## src/rtl/load_align_unit.sv

```systemverilog
// MEM-stage load unit: issues a word-aligned read and returns the extracted, extended load result.
// Build option: define LOAD_MISALIGN_TRAP_EN to trap misaligned LH/LHU/LW without a memory access.
module load_align_unit #(
    parameter int unsigned ADDR_W  = 32,
    parameter int unsigned TIMEOUT = 15
) (
    input  logic              clk,
    input  logic              rst_n,
    input  logic              ld_valid,
    output logic              ld_ready,
    input  logic [ADDR_W-1:0] ld_addr,
    input  logic [2:0]        ld_op,
    input  logic [4:0]        ld_rd,
    output logic              mem_req,
    output logic [ADDR_W-1:0] mem_addr,
    input  logic              mem_ack,
    input  logic [31:0]       mem_rdata,
    output logic              wb_valid,
    input  logic              wb_ready,
    output logic [31:0]       wb_data,
    output logic [4:0]        wb_rd,
    output logic              wb_err,
    output logic              wb_misalign
);

    localparam int unsigned CntW = $clog2(TIMEOUT + 1);
    localparam logic [CntW-1:0] CntLast = CntW'(TIMEOUT - 1);

    localparam logic [2:0] OpLb  = 3'b000;
    localparam logic [2:0] OpLh  = 3'b001;
    localparam logic [2:0] OpLbu = 3'b100;
    localparam logic [2:0] OpLhu = 3'b101;

    typedef enum logic [1:0] {StIdle, StReq, StResp} state_e;

    state_e            state_q, state_d;
    logic [1:0]        sel_q, sel_d;
    logic [2:0]        op_q, op_d;
    logic [4:0]        rd_q, rd_d;
    logic [CntW-1:0]   cnt_q, cnt_d;
    logic              mem_req_q, mem_req_d;
    logic [ADDR_W-1:0] mem_addr_q, mem_addr_d;
    logic              wb_valid_q, wb_valid_d;
    logic [31:0]       wb_data_q, wb_data_d;
    logic [4:0]        wb_rd_q, wb_rd_d;
    logic              wb_err_q, wb_err_d;
    logic              wb_misalign_q, wb_misalign_d;

    logic [7:0]        rd_byte;
    logic [15:0]       rd_half;
    logic [31:0]       load_word;
    logic              misalign;

    // Big-endian lanes: byte 0 sits in the top bits of the word.
    always_comb begin
        unique case (sel_q)
            2'd0:    rd_byte = mem_rdata[31:24];
            2'd1:    rd_byte = mem_rdata[23:16];
            2'd2:    rd_byte = mem_rdata[15:8];
            default: rd_byte = mem_rdata[7:0];
        endcase
        rd_half = sel_q[1] ? mem_rdata[15:0] : mem_rdata[31:16];
        case (op_q)
            OpLb:    load_word = {{24{rd_byte[7]}}, rd_byte};
            OpLbu:   load_word = {24'h0, rd_byte};
            OpLh:    load_word = {{16{rd_half[15]}}, rd_half};
            OpLhu:   load_word = {16'h0, rd_half};
            default: load_word = mem_rdata;
        endcase
    end

`ifdef LOAD_MISALIGN_TRAP_EN
    always_comb begin
        case (ld_op)
            OpLb, OpLbu: misalign = 1'b0;
            OpLh, OpLhu: misalign = ld_addr[0];
            default:     misalign = |ld_addr[1:0];
        endcase
    end
`else
    assign misalign = 1'b0;
`endif

    always_comb begin
        state_d       = state_q;
        sel_d         = sel_q;
        op_d          = op_q;
        rd_d          = rd_q;
        cnt_d         = cnt_q;
        mem_req_d     = mem_req_q;
        mem_addr_d    = mem_addr_q;
        wb_valid_d    = wb_valid_q;
        wb_data_d     = wb_data_q;
        wb_rd_d       = wb_rd_q;
        wb_err_d      = wb_err_q;
        wb_misalign_d = wb_misalign_q;
        unique case (state_q)
            StIdle: begin
                if (ld_valid) begin
                    sel_d      = ld_addr[1:0];
                    op_d       = ld_op;
                    rd_d       = ld_rd;
                    cnt_d      = '0;
                    mem_addr_d = {ld_addr[ADDR_W-1:2], 2'b00};
                    if (misalign) begin
                        state_d       = StResp;
                        wb_valid_d    = 1'b1;
                        wb_data_d     = 32'h0;
                        wb_rd_d       = ld_rd;
                        wb_err_d      = 1'b0;
                        wb_misalign_d = 1'b1;
                    end else begin
                        state_d   = StReq;
                        mem_req_d = 1'b1;
                    end
                end
            end
            StReq: begin
                // An ack on the final allowed cycle still beats the timeout.
                if (mem_ack) begin
                    state_d       = StResp;
                    mem_req_d     = 1'b0;
                    wb_valid_d    = 1'b1;
                    wb_data_d     = load_word;
                    wb_rd_d       = rd_q;
                    wb_err_d      = 1'b0;
                    wb_misalign_d = 1'b0;
                end else if (cnt_q == CntLast) begin
                    state_d       = StResp;
                    mem_req_d     = 1'b0;
                    wb_valid_d    = 1'b1;
                    wb_data_d     = 32'h0;
                    wb_rd_d       = rd_q;
                    wb_err_d      = 1'b1;
                    wb_misalign_d = 1'b0;
                end else begin
                    cnt_d = cnt_q + 1'b1;
                end
            end
            StResp: begin
                if (wb_ready) begin
                    state_d    = StIdle;
                    wb_valid_d = 1'b0;
                end
            end
            default: state_d = StIdle;
        endcase
    end

    always_ff @(posedge clk or negedge rst_n) begin
        if (!rst_n) begin
            state_q       <= StIdle;
            sel_q         <= 2'b00;
            op_q          <= 3'b000;
            rd_q          <= 5'd0;
            cnt_q         <= '0;
            mem_req_q     <= 1'b0;
            mem_addr_q    <= '0;
            wb_valid_q    <= 1'b0;
            wb_data_q     <= 32'h0;
            wb_rd_q       <= 5'd0;
            wb_err_q      <= 1'b0;
            wb_misalign_q <= 1'b0;
        end else begin
            state_q       <= state_d;
            sel_q         <= sel_d;
            op_q          <= op_d;
            rd_q          <= rd_d;
            cnt_q         <= cnt_d;
            mem_req_q     <= mem_req_d;
            mem_addr_q    <= mem_addr_d;
            wb_valid_q    <= wb_valid_d;
            wb_data_q     <= wb_data_d;
            wb_rd_q       <= wb_rd_d;
            wb_err_q      <= wb_err_d;
            wb_misalign_q <= wb_misalign_d;
        end
    end

    assign ld_ready    = (state_q == StIdle);
    assign mem_req     = mem_req_q;
    assign mem_addr    = mem_addr_q;
    assign wb_valid    = wb_valid_q;
    assign wb_data     = wb_data_q;
    assign wb_rd       = wb_rd_q;
    assign wb_err      = wb_err_q;
    assign wb_misalign = wb_misalign_q;

endmodule

```

## config.mk

```make
export PLATFORM = sky130hd
export DESIGN_NAME = load_align_unit
export DESIGN_NICKNAME = d
export VERILOG_FILES = /design/src/rtl/load_align_unit.sv
export SDC_FILE = /design/constraint.sdc
export NUM_CORES = 1
export LEC_CHECK = 0
export BUFFER_PORTS_ARGS = -buffer_cell sky130_fd_sc_hd__clkbuf_2
export CAP_MARGIN = 15
export CORE_AREA = 3 3 126 128
export CTS_CLUSTER_DIAMETER = 120
export DETAILED_ROUTE_END_ITERATION = 8
export DIE_AREA = 0 0 129 131
export HOLD_SLACK_MARGIN = 0.12
export SLEW_MARGIN = 5
export SYNTH_ARGS = -nofsm -noshare
export SYNTH_HDL_FRONTEND = slang
export SYNTH_SLANG_ARGS = --single-unit
```

## constraint.sdc

```tcl
create_clock -name clk -period 2.22 [get_ports clk]
set_input_delay 0.555 -clock clk [delete_from_list [all_inputs] [get_ports clk]]
set_output_delay 0.555 -clock clk [all_outputs]
set_load 0.01 [all_outputs]
```

## Word-level counts from Yosys, hierarchy flattened

Index checks and enable logic that the tools add are counted.

| operators by class | value |
|---|---|
| $add $sub $neg | 1 |
| eq/ne operators | 13 |
| mux-type cells | 25 |
| reduce and logical (&&, ||, !) cells | 12 |

Operators by type and width:

| kind | count |
|---|---|
| 32-bit one-hot mux with 4 select lines | 1 |
| 32-bit 2-to-1 mux | 2 |
| 8-bit one-hot mux with 3 select lines | 1 |
| 16-bit 2-to-1 mux | 1 |
| 4-bit 2-to-1 mux | 3 |
| 5-bit 2-to-1 mux | 2 |
| 3-bit AND reduction | 3 |
| 2-bit 2-to-1 mux | 4 |
| 2-bit != test, second input constant | 4 |
| 4-bit one-hot mux with 2 select lines | 1 |
| 1-bit 2-to-1 mux | 7 |
| 3-bit equality test, second input constant | 2 |
| 2-bit one-hot mux with 3 select lines | 1 |
| 2-bit nonzero test | 3 |
| 4-bit by 1-bit adder with 4-bit output, second input constant | 1 |
| 2-bit by 1-bit equality test with 1-bit output, second input constant | 2 |
| 2-bit equality test, second input constant | 2 |
| 4-bit equality test, second input constant | 1 |
| 2-bit logical NOT | 2 |
| 1-bit one-hot mux with 2 select lines | 2 |
| 2-bit AND reduction | 2 |
| 4-bit AND reduction | 1 |
| 3-bit by 1-bit equality test with 1-bit output, second input constant | 1 |
| 3-bit logical NOT | 1 |
| 3-bit != test, second input constant | 1 |

| storage, ports and cells | value |
|---|---|
| register bits after elaboration | 87 |
| input bits | 77 |
| output and inout bits | 74 |
| logic and storage cells | 63 |

## Depth between registers and ports, before layout

Gate-level depths: netlist of run 1.

| logic depth | value |
|---|---|
| word-level depth | 4 |
| mapped depth | 8 |
| depth with buffers taken out | 7 |

## Worst setup path after synthesis of run 1

Ideal clock, no wire load.

| path | value |
|---|---|
| kind | register to register |
| start | reg cnt_q[0] |
| end | reg cnt_q[3] |
| library setup time | 0.122 ns |
| data arrival time | 1.645 ns |
| required time | 2.098 ns |
| path slack | 0.453 ns |
| stages on the path, launching flop included | 8 |
| path buffers | 1 |
| cells stage by stage | dfrtp_1 -> inv_1 -> ha_1 -> a31o_2 -> and2_1 -> buf_2 -> or3_1 -> o2bb2ai_1 |

| between the ends | value |
|---|---|
| cells in the longest elaborated chain, start to end | 4 |
| elaborated cells between the ends (all ways) | 7 |

RTL lines:

| item | RTL line | text |
|---|---|---|
| start, declared | 40 | `logic [CntW-1:0] cnt_q, cnt_d;` |
| start signal, assigned | 169 | `cnt_q <= cnt_d;` |
| 4-bit by 1-bit adder with 4-bit output | 137 | `cnt_d = cnt_q + 1'b1;` |
| 4-bit 2-to-1 mux | 128 | `end else if (cnt_q == CntLast) begin` |
| 4-bit 2-to-1 mux | 120 | `if (mem_ack) begin` |
| 4-bit one-hot mux with 2 select lines | 97 | `unique case (state_q)` |

Several ways; a longest one is shown, not always the timed one. The select of a mux whose other input is x is not followed.
A chain may end at the register's enable or synchronous reset.

## Final worst setup path of run 1

| path | value |
|---|---|
| start | reg sel_q[0] |
| end | reg wb_data_q[26] (netlist: wb_data[26]) |

| between the ends | value |
|---|---|
| cells in the longest elaborated chain, start to end | 4 |
| elaborated cells between the ends (all ways) | 6 |

RTL lines:

| item | RTL line | text |
|---|---|---|
| start, declared | 37 | `logic [1:0] sel_q, sel_d;` |
| start signal, assigned | 166 | `sel_q <= sel_d;` |
| 2-bit equality test, or another cell as far along | 56 | `unique case (sel_q)` |
| 8-bit one-hot mux with 3 select lines (*) | 56 |  |
| 32-bit one-hot mux with 4 select lines (*) | 63 | `case (op_q)` |
| 32-bit 2-to-1 mux (*) | 120 |  |
| end signal, assigned | 173 | `wb_data_q <= wb_data_d;` |
| end, declared | 44 | `logic [31:0] wb_data_q, wb_data_d;` |

Every way passes the cells marked *; elsewhere a longest branch is shown, timed or not.

==> metrics.txt, run 1 <==
R2R Setup Slk about 0.26 ns; Die X 129 µm; Final Hold Violating Endpoints 0; antenna violations before repair 0; total track usage between 10% and 20%; largest net degree at the start of global routing 87; final setup fails 0; status finished, final reports clean; unrepaired setup endpoints after global routing false; number of H-tree levels 3; PortBufs around 150; Worst-Skew Late Latency ~0.34 ns; fin crit period between 1.5 and 2 ns; Vias/cell approximately 4.8; VDD IR max 0.5728 mV; Clock power frac 21.7%; gr ovfl total 0; CTS tree done; commonest register cell after synthesis dfrtp_1; Seq pwr share roughly 36%; register bit total from synthesis between 80 and 90; Netlist Area Pre-Place between 0.004 and 0.005 mm²; first-pass GRT wire length around 17 mm; Post-DP HPWL 8.352 mm; Post-CTS Repair Setup Buffers 0; DRT iter0 DRCs 142; Vias around 3200; Syn Inst Count 340; vias in the first global route around 3200; Detailed Route WL around 11 mm; Pleak approximately 2.7 nW; Longest Clk Path Bufs 2; switching share of power between 30% and 40%; Post-synth EDFFs 0; worst-path fanout max 16; area post-placement 0.005085 mm²; Num CTS Buffers 9; fin crit share 88.49%; fin. max-slew vios 0; 1st-pass router iterations 4; # rows between 40 and 50; mean post-synth cell area 12.21 µm²; non-filler cells, final about 670; Worst Path Class, Setup register to register; DR WL/cell about 17 µm; Initial Util roughly 28%; share of cells above drive strength 1 47.11%; CP arrival around 2.2 ns; Root Driver clkbuf_16; number of max-cap violations 0; Logic pwr share a little over two fifths; CTS-repair resized insts 0; Pwr Density roughly 1500 mW/mm²; Final Cell Area between 0.005 and 0.006 mm²; Syn-to-layout area delta 30.89%; nets@finish 558; # DRC 0; YS warnings 0; Core Box Area 0.01498 mm²; Synth cell types between 40 and 50; CTS sink count between 80 and 90; maximum clock frequency between 0.5 and 0.6 GHz; critical path launch point type register; GPL Wtd Cong between 0.8 and 0.9; Routed Antenna Nets 0; Slew @ Worst Pin ~1.0 ns; HP Class input port to async pin; Setup WS pre-CTS 0.2634 ns; Worst Setup End Kind register; post-layout util between 30% and 40%; hold_buf cts 0; critical path required time approximately 2.4 ns; Cell Int Power roughly 5.2 mW; Antenna diodes 0; CTS clock-pin slew for the worst setup and hold paths 0.06 ns; overall power between 8 and 9 mW; ys async rst share 100.0%; Clock Skews between 0.005 and 0.006 ns; Setup TNS 0 ns; Die Footprint 0.01690 mm²; hold slack ~0.2 ns; placed cell count around 660; Die Y 131 µm; IO Count roughly 150; Rel. slew slack a little under a third; setup slack after layout between 0.2 and 0.3 ns; sequential element share of the synthesized area 51.84%; Psw 2.919 mW
path summary, 6_finish.rpt:
check	startpoint	to	cells after the start
min in group clk	wb_ready	state_q[1]	2
hold / removal	rst_n	wb_data[18]	2
setup reg to reg	sel_q[0]	wb_data[26]	4
setup / recovery	sel_q[0]	wb_data[26]	4
max in group asynchronous	rst_n	op_q[0]	2
hold reg to reg	rd_q[2]	wb_rd[2]	2
critical path, stage by stage (launching register included):
cell,delay (ns)
dfrtp_1,0.74
mux2i_1,0.40
a2bb2oi_4,0.30
a21boi_4,0.18
a22o_1,0.22
state kept, by name, indices dropped and copies added (netlist names):
register and count:
cnt_q 4, mem_addr 30, mem_req 1, op_q 3
rd_q 5, sel_q 2, state_q 2, wb_data 32
wb_err 1, wb_rd 5, wb_valid 1
metal layers:
layer / wire length, µm / track usage (%) / part of all wire [%]
met4: 304 / 7.103 / 2.7
met5: 0 / 0 / 0
met1: 4802 / 16.35 / 43
met3: 681 / 3.374 / 6.0
met2: 5472 / 21.25 / 49
Yosys cell counts (3+ instances only):
| library cell | number | area share, % |
|---|---|---|
| a221o_1 | 6 | 1.4 |
| clkbuf_1 | 12 | 1.1 |
| a32o_1 | 7 | 1.7 |
| mux2_2 | 48 | 13 |
| mux4_1 | 4 | 2.5 |
| nand2b_1 | 9 | 1.4 |
| mux2i_1 | 8 | 1.9 |
| buf_4 | 3 | 0.54 |
| dfrtp_1 | 86 | 52 |
| and2_1 | 3 | 0.45 |
| inv_1 | 3 | 0.27 |
| a22o_1 | 17 | 3.6 |
| nand2_1 | 22 | 2.0 |
| buf_2 | 10 | 1.2 |
| a21oi_1 | 10 | 1.2 |
| nand3_1 | 3 | 0.36 |
| a211oi_1 | 6 | 1.1 |
| o21ai_0 | 17 | 2.0 |
| nor2_1 | 15 | 1.4 |
| a31oi_1 | 3 | 0.45 |
| a21o_1 | 18 | 3.3 |
layout by cell type (no fill, tap or decap), types with 2 or more instances in the layout:
cell type	instances
nand2_1	22
o21ai_0	17
xor2_1	2
mux4_2	2
bufinv_16	3
buf_4	6
clkbuf_2	146
mux2_2	48
dfrtp_1	86
nand3_1	3
a22o_1	17
o2bb2ai_1	2
a21oi_1	10
nor2b_1	2
a221o_1	6
a31oi_1	3
inv_1	3
buf_12	4
nand2b_1	9
and2_1	2
nor2_1	15
a21o_1	18
a32o_1	7
clkbuf_16	9
ha_1	2
a211oi_1	6
mux4_1	4
mux2i_1	8
conb_1	3
cell families after synthesis:
family | synth area share [%]
AO/OA/AOI/OAI | 17.00
other | 0.09033
buffers and inverters | 4.370
flip-flops | 51.84
adder cells (fa/ha/maj) | 0.6027
multiplexers | 18.57
XOR/XNOR | 0.4220
AND/OR/NAND/NOR | 7.113
power by group through the flow:
stage / clock network, mW / logic [mW] / registers (mW)
floorplan: 0 / 2.20 / 2.98
global placement: 0 / 3.45 / 2.89
detailed placement: 0 / 3.52 / 2.90
CTS: 1.82 / 3.53 / 2.90
global route: 1.87 / 3.81 / 3.00
finish: 1.76 / 3.48 / 2.89
final cells by class:
class	instances	area (µm²)
fillers	1494	9543
repair buffers	156	855.8
multi-input cells	222	1827
clock buffers	11	242.7
clock inverters	5	106.4
flip-flops and latches	86	2152
inverters	4	15.01
well taps	188	235.2
Power figures use the tool's default switching activity.
==> inputs of run 2 (changes only) <==
==> constraint.sdc (replaced) <==
create_clock -name clk -period 2.45 [get_ports clk]
set_input_delay 0.6125 -clock clk [delete_from_list [all_inputs] [get_ports clk]]
set_output_delay 0.6125 -clock clk [all_outputs]
set_load 0.01 [all_outputs]
==> run 2 against run 1 <==
Sequential power decreased by 9.3%; clock power decreased by 11%; utilization about the same; largest cell class unchanged; first-iteration DRC count decreased by 28%; critical path type unchanged; worst hold slack improved by 0.27 ns; combinational power decreased by 9.8%; sequential cell count unchanged; cell count increased by 0.15%; via count increased by 1.2%; wire length increased by 1.3%; sequential share of layout area about the same.
==> metrics.txt, run 2 (same netlist as run 1, synthesis figures left out) <==
status finished, final reports clean; Antenna diodes 0 (unchanged); fin crit period 1.962 ns (-0.002272 ns); gr ovfl total 0 (unchanged); hold_sp rd_q[3]; Rel. slew slack 33.73% (+3.1 points); DRT iter0 DRCs 102 (-28%); worst-path fanout max 16 (unchanged); Final Hold Violating Endpoints 0 (unchanged); IO Count 151 (unchanged); Die Y 131 µm (unchanged); Die Footprint 0.01690 mm² (unchanged); Slew @ Worst Pin 0.9904 ns (-0.04673 ns); Vias/cell 4.877 (+1.1%); 1st-pass router iterations 4 (unchanged); Longest Clk Path Bufs 2 (unchanged); largest net degree at the start of global routing 47 (-46%); critical path launch point type register; CTS-repair resized insts 0 (unchanged); Post-DP HPWL 8.611 mm (+3.1%); first-pass GRT wire length 18.01 mm (+5.1%); Setup WS pre-CTS 0.4809 ns (+0.2175 ns); setup slack after layout 0.4878 ns (+0.2323 ns); cell family with most CP delay flip-flops; final setup fails 0 (unchanged); fin crit share 80.09% (-8.4 points); Detailed Route WL 11.41 mm (+1.3%); Pwr Density 1349 mW/mm² (-9.7%); Worst Setup End Kind register; GPL Wtd Cong 0.8095 (-0.64%); Worst-Skew Late Latency 0.34 ns (about the same); HP Class register to register; Root Driver clkbuf_16; nets@finish 560 (+0.36%); launch point of the critical path sel_q[0]; area post-placement 0.005080 mm² (about the same); total track usage 13.64% (+0.43 points); VDD IR max 0.5187 mV (-9.4%); Vias 3282 (+1.2%); CTS sink count 86 (unchanged); Setup TNS 0 ns (unchanged); crit path max-delay cell type dfrtp_1; number of max-cap violations 0 (unchanged); CP arrival 2.19 ns (about the same); Num CTS Buffers 9 (unchanged); commonest non-fill, non-tap cell in the layout clkbuf_2; fin. max-slew vios 0 (unchanged); DR WL/cell 16.96 µm (+1.2%); Pleak 2.672 nW (+0.15%); reg2reg start sel_q[0]; Die X 129 µm (unchanged); unrepaired setup endpoints after global routing false; Initial Util 27.72% (unchanged); CTS tree done; critical path required time 2.67 ns (+0.23 ns); number of H-tree levels 3 (unchanged); Worst Path Class, Setup register to register; share of cells above drive strength 1 47.01% (-0.097 points); PortBufs 147 (unchanged); Max stage delay on crit path 0.72 ns (-0.02 ns); CTS clock-pin slew for the worst setup and hold paths 0.06 ns (about the same); worst-path cell chain mux2i_1, a2bb2oi_4, o21ai_0, a32o_1; Core Box Area 0.01498 mm² (unchanged); Syn-to-layout area delta 30.74%; vias in the first global route 3368 (+5.9%); Reg area 0.002152 mm² (unchanged); max FFs per register 32 (unchanged); antenna violations before repair 0 (unchanged); Final Cell Area 0.005428 mm² (-0.12%); maximum clock frequency 0.5096 GHz (+0.12%); commonest non-fill, non-tap cells in the layout 146 x clkbuf_2, 86 x dfrtp_1, 48 x mux2_2; Routed Antenna Nets 0 (unchanged); Multi-input gate area 0.001827 mm² (unchanged); # DRC 0 (unchanged); Clock Skews 0.005022 ns (-0.0005376 ns); filler instances 1504 (+0.67%); CP bufs+invs 0 (unchanged); # rows 45 (unchanged)
## run 2: through the flow
stage | hold slack [ns] | total power, mW | utilization, % | std cells
after floorplan | 0.3169 | 4.689 | - | 342
after global placement | 0.4551 | 5.715 | 33.92 | 657
after detailed placement | 0.4554 | 5.805 | 33.92 | 657
after CTS | 0.4773 | 7.427 | 36.24 | 673
after global routing | 0.4904 | 7.855 | 36.24 | 673
final | 0.4678 | 7.325 | 36.24 | 673
## run 2: final timing paths
check / to / slack [ns] / cells past startpoint
min in group asynchronous: wb_data[16] / 0.67 / 2
min: wb_rd[3] / 0.47 / 2
max reg2reg: wb_data[11] / 0.49 / 4
max in group asynchronous: mem_addr[26] / 1.17 / 3
max: wb_data[11] / 0.49 / 4
min reg2reg: wb_rd[3] / 0.47 / 2
## run 2: tightest hold or removal path: stages (launching register included)
cell and delay, ns:
dfrtp_1 0.34, nand2_1 0.05, nand2_1 0.05
## run 2: cell type report
| cell class | count | share of cell area, % |
|---|---|---|
| clock buffer | 11 | 4.472 |
| tap | 188 | 4.334 |
| clock inverter | 4 | 1.752 |
| sequential | 86 | 39.65 |
| timing repair buffer | 158 | 15.86 |
| inverter | 4 | 0.2766 |
| multi-input combinational | 222 | 33.66 |
## run 2: where the power goes
| group | internal (mW) | leakage, nW | switching, mW |
|---|---|---|---|
| Clock | 1.02 | 0.166 | 0.545 |
| Combinational | 1.58 | 1.45 | 1.56 |
| Sequential | 2.09 | 1.05 | 0.532 |
## run 2: timing repair
item                                   in CTS  in global routing
hold buffers                                1                  0
setup buffers                               0                  0
endpoints found under the hold margin       1                  0
## run 2: per-layer routing
layer  routed length (µm)  vias to the layer above  global-route usage (%)
li1                     -                     1529                       -
met4                  260                        0                   6.115
met5                    0                        -                       0
met3                  642                       20                   3.577
met1                 4811                     1631                   16.76
met2                 5698                      102                   22.59
==> inputs of run 3 (changes only) <==
--- a/config.mk
+++ b/config.mk
@@ -5,12 +5,13 @@
 export SDC_FILE = /design/constraint.sdc
 export NUM_CORES = 1
 export LEC_CHECK = 0
+export ABC_AREA = 1
 export BUFFER_PORTS_ARGS = -buffer_cell sky130_fd_sc_hd__clkbuf_2
 export CAP_MARGIN = 15
-export CORE_AREA = 3 3 126 128
+export CORE_AREA = 3 3 127 129
 export CTS_CLUSTER_DIAMETER = 120
 export DETAILED_ROUTE_END_ITERATION = 8
-export DIE_AREA = 0 0 129 131
+export DIE_AREA = 0 0 130 132
 export HOLD_SLACK_MARGIN = 0.12
 export SLEW_MARGIN = 5
 export SYNTH_ARGS = -nofsm -noshare
==> constraint.sdc (replaced) <==
create_clock -name clk -period 1.6 [get_ports clk]
set_input_delay 0.4 -clock clk [delete_from_list [all_inputs] [get_ports clk]]
set_output_delay 0.4 -clock clk [all_outputs]
set_load 0.01 [all_outputs]
==> run 3 against run 2 <==
Clock power increased by 44%; sequential share of layout area decreased by 0.73 points; setup slack got worse by 0.35 ns; total power increased by 50%; wire length increased by 9.2%; non-clock buffer count increased by 8; first-iteration DRC count increased by 140%; die area increased by 1.5%; sequential power increased by 45%; global-route usage increased by 1.1 points; final area increased by 1.9%; largest power group unchanged.
==> metrics.txt, run 3 <==
critical path required time 1.20 ns (-1.47 ns); reg2reg end wb_data[22]; Antenna diodes 0 (unchanged); fin crit period approximately 1.5 ns; YS warnings 0 (unchanged); Core Box Area 0.01515 mm² (+1.1%); count leader, synth nand2_1; nets@finish 800 (+43%); largest net degree at the start of global routing 39 (-17%); register bit total from synthesis 86 (unchanged); Die Footprint 0.01716 mm² (+1.5%); commonest register cell after synthesis dfrtp_1; reg2reg start sel_q[1]; top cells by area, synth dfrtp_1 51%, nand2_1 27%, a21oi_1 4.3%; post-layout util 36.53% (+0.29 points); Syn Inst Count 571 (+68%); commonest non-fill, non-tap cell in the layout nand2_1; R2R Setup Slk 0.15 ns (-0.34 ns); Final Hold Violating Endpoints 0 (unchanged); Post-DP HPWL 9.147 mm (+6.2%); CTS tree done; Synth cell types 25 (-44%); Initial Util 27.61% (-0.11 points); 1st-pass router iterations 4 (unchanged); Post-synth EDFFs 0 (unchanged); sequential element share of the synthesized area 51.47% (-0.37 points); Max stage delay on crit path 0.41 ns (-0.31 ns); Root Driver clkbuf_16; unrepaired setup endpoints after global routing false; Worst-Skew Late Latency 0.34 ns (about the same); max FFs per register 32 (unchanged); Longest Clk Path Bufs 2 (unchanged); ys async rst share 100.0% (unchanged); top-area cell type share of the netlist area 51.47% (-0.37 points); Pleak 3.254 nW (+22%); Setup WS pre-CTS 0.09028 ns (-0.3907 ns); commonest non-fill, non-tap cells in the layout 301 x nand2_1, 146 x clkbuf_2, 85 x dfrtp_1; area leader, netlist dfrtp_1; worst-path fanout max 4 (-12); Syn-to-layout area delta 32.32%; Worst Path Class, Setup register to primary output; share of cells above drive strength 1 26.45% (-21 points); DR WL/cell 13.63 µm (-20%); CTS clock-pin slew for the worst setup and hold paths 0.07 ns (about the same); Setup TNS 0 ns (unchanged); first-pass GRT wire length 20.26 mm (+12%); critical path launch point type register; setup slack after layout 0.1335 ns (-0.3542 ns); # DRC 0 (unchanged); Vias 4042 (+23%); fin. max-slew vios 0 (unchanged); status finished, final reports clean; Num CTS Buffers 9 (unchanged); number of H-tree levels 3 (unchanged); gr ovfl total 0 (unchanged); Post-CTS Repair Setup Buffers 0 (unchanged); worst-path cell chain nor2_1, clkbuf_2; DRT iter0 DRCs 244 (+140%); HP Class input port to register; Netlist Area Pre-Place 0.004182 mm² (+0.72%); # rows 45 (unchanged); fin crit share around 90%; Commonest cells post-synth 301 x nand2_1, 86 x dfrtp_1, 37 x inv_1; VDD IR max 0.6633 mV (+28%); CP Capture Point ld_ready; non-filler cells, final 914 (+36%); vias in the first global route 3895 (+16%); mean post-synth cell area 7.323 µm² (-40%); Reg2Reg Depth 8 (+4); CP arrival 1.07 ns (-1.12 ns); CTS sink count 86 (unchanged); Vias/cell 4.422 (-9.3%); Detailed Route WL 12.46 mm (+9.2%); Pwr Density 1990 mW/mm² (+47%); GPL Wtd Cong 0.8666 (+7.1%); maximum clock frequency approximately 0.7 GHz; overall power 11.01 mW (+50%); IO Count 151 (unchanged); Worst Setup End Kind primary output; Routed Antenna Nets 0 (unchanged); Die Y 132 µm (+0.76%); launch point of the critical path state_q[1]; crit path max-delay cell type dfrtp_1; number of max-cap violations 0 (unchanged); final setup fails 0 (unchanged); PortBufs 147 (unchanged); Clock Skews 0.004468 ns (-0.0005537 ns); Die X 130 µm (+0.78%); placed cell count 897 (+37%); total track usage 14.74% (+1.1 points); antenna violations before repair 1 (+1)
run 3: how the worst min path moves through the flow:
| stage | from | end | slack, ns | cells after the start |
|---|---|---|---|---|
| finish | ld_addr[31] | mem_addr[31] | 0.25 | 3 |
| global route | ld_addr[10] | mem_addr[10] | 0.24 | 3 |
| CTS | ld_addr[7] | mem_addr[7] | 0.23 | 3 |
| detailed placement | rst_n | cnt_q[2] | 0.33 | 1 |
| global placement | rst_n | rd_q[4] | 0.32 | 1 |
| floorplan | rst_n | cnt_q[0] | 0.10 | 0 |
run 3: metrics by stage:
| stage | cell area (µm²) | hold slack [ns] |
|---|---|---|
| finish | 5533 | 0.2468 |
| detailed placement | 5204 | 0.3278 |
| floorplan | 4189 | 0.1044 |
| global route | 5533 | 0.2441 |
| global placement | 5204 | 0.3242 |
| CTS | 5524 | 0.2284 |
run 3: kinds of logic after synthesis:
group / Yosys count / share of synthesized area [%]
fa+ha+maj: 2 / 0.5983
compound gates: 59 / 7.271
buf+inv: 70 / 7.121
simple gates: 351 / 33.03
other cells: 1 / 0.08968
xor+xnor: 2 / 0.4190
flops: 86 / 51.47
run 3: layer usage:
metal | wire length, µm | GRT usage [%] | up-vias
met3 | 1107 | 5.186 | 15
met4 | 149 | 3.464 | 2
met5 | 13 | 0 | -
met2 | 5420 | 21.89 | 151
li1 | - | - | 2043
met1 | 5766 | 20.63 | 1831
run 3: what timing repair did:
action	4_1_cts	5_1_grt
endpoints found under the setup margin	0	32
hold buffers	1	0
hold endpoints to repair	20	0
resized for setup	0	3
run 3: where the power goes:
| part | switching, mW | total (mW) | internal [mW] |
|---|---|---|---|
| Sequential | 0.629 | 3.79 | 3.16 |
| Clock | 0.992 | 2.24 | 1.25 |
| Combinational | 3.09 | 4.97 | 1.88 |
run 3: cell type report:
| cell class | count | area, µm² |
|---|---|---|
| Timing Repair Buffer | 166 | 940.9 |
| Clock buffer | 9 | 225.2 |
| Tap cell | 188 | 235.2 |
| Multi-Input combinational cell | 417 | 1739 |
| Fill cell | 1617 | 9613 |
| Clock inverter | 7 | 85.08 |
| Inverter | 41 | 153.9 |
| Sequential cell | 86 | 2153 |
run 3: critical path: cells and delay by family, from the launching register on:
kind          cells  cell delay, ns
flops             1            0.41
buf+inv           1            0.16
simple gates      1            0.15
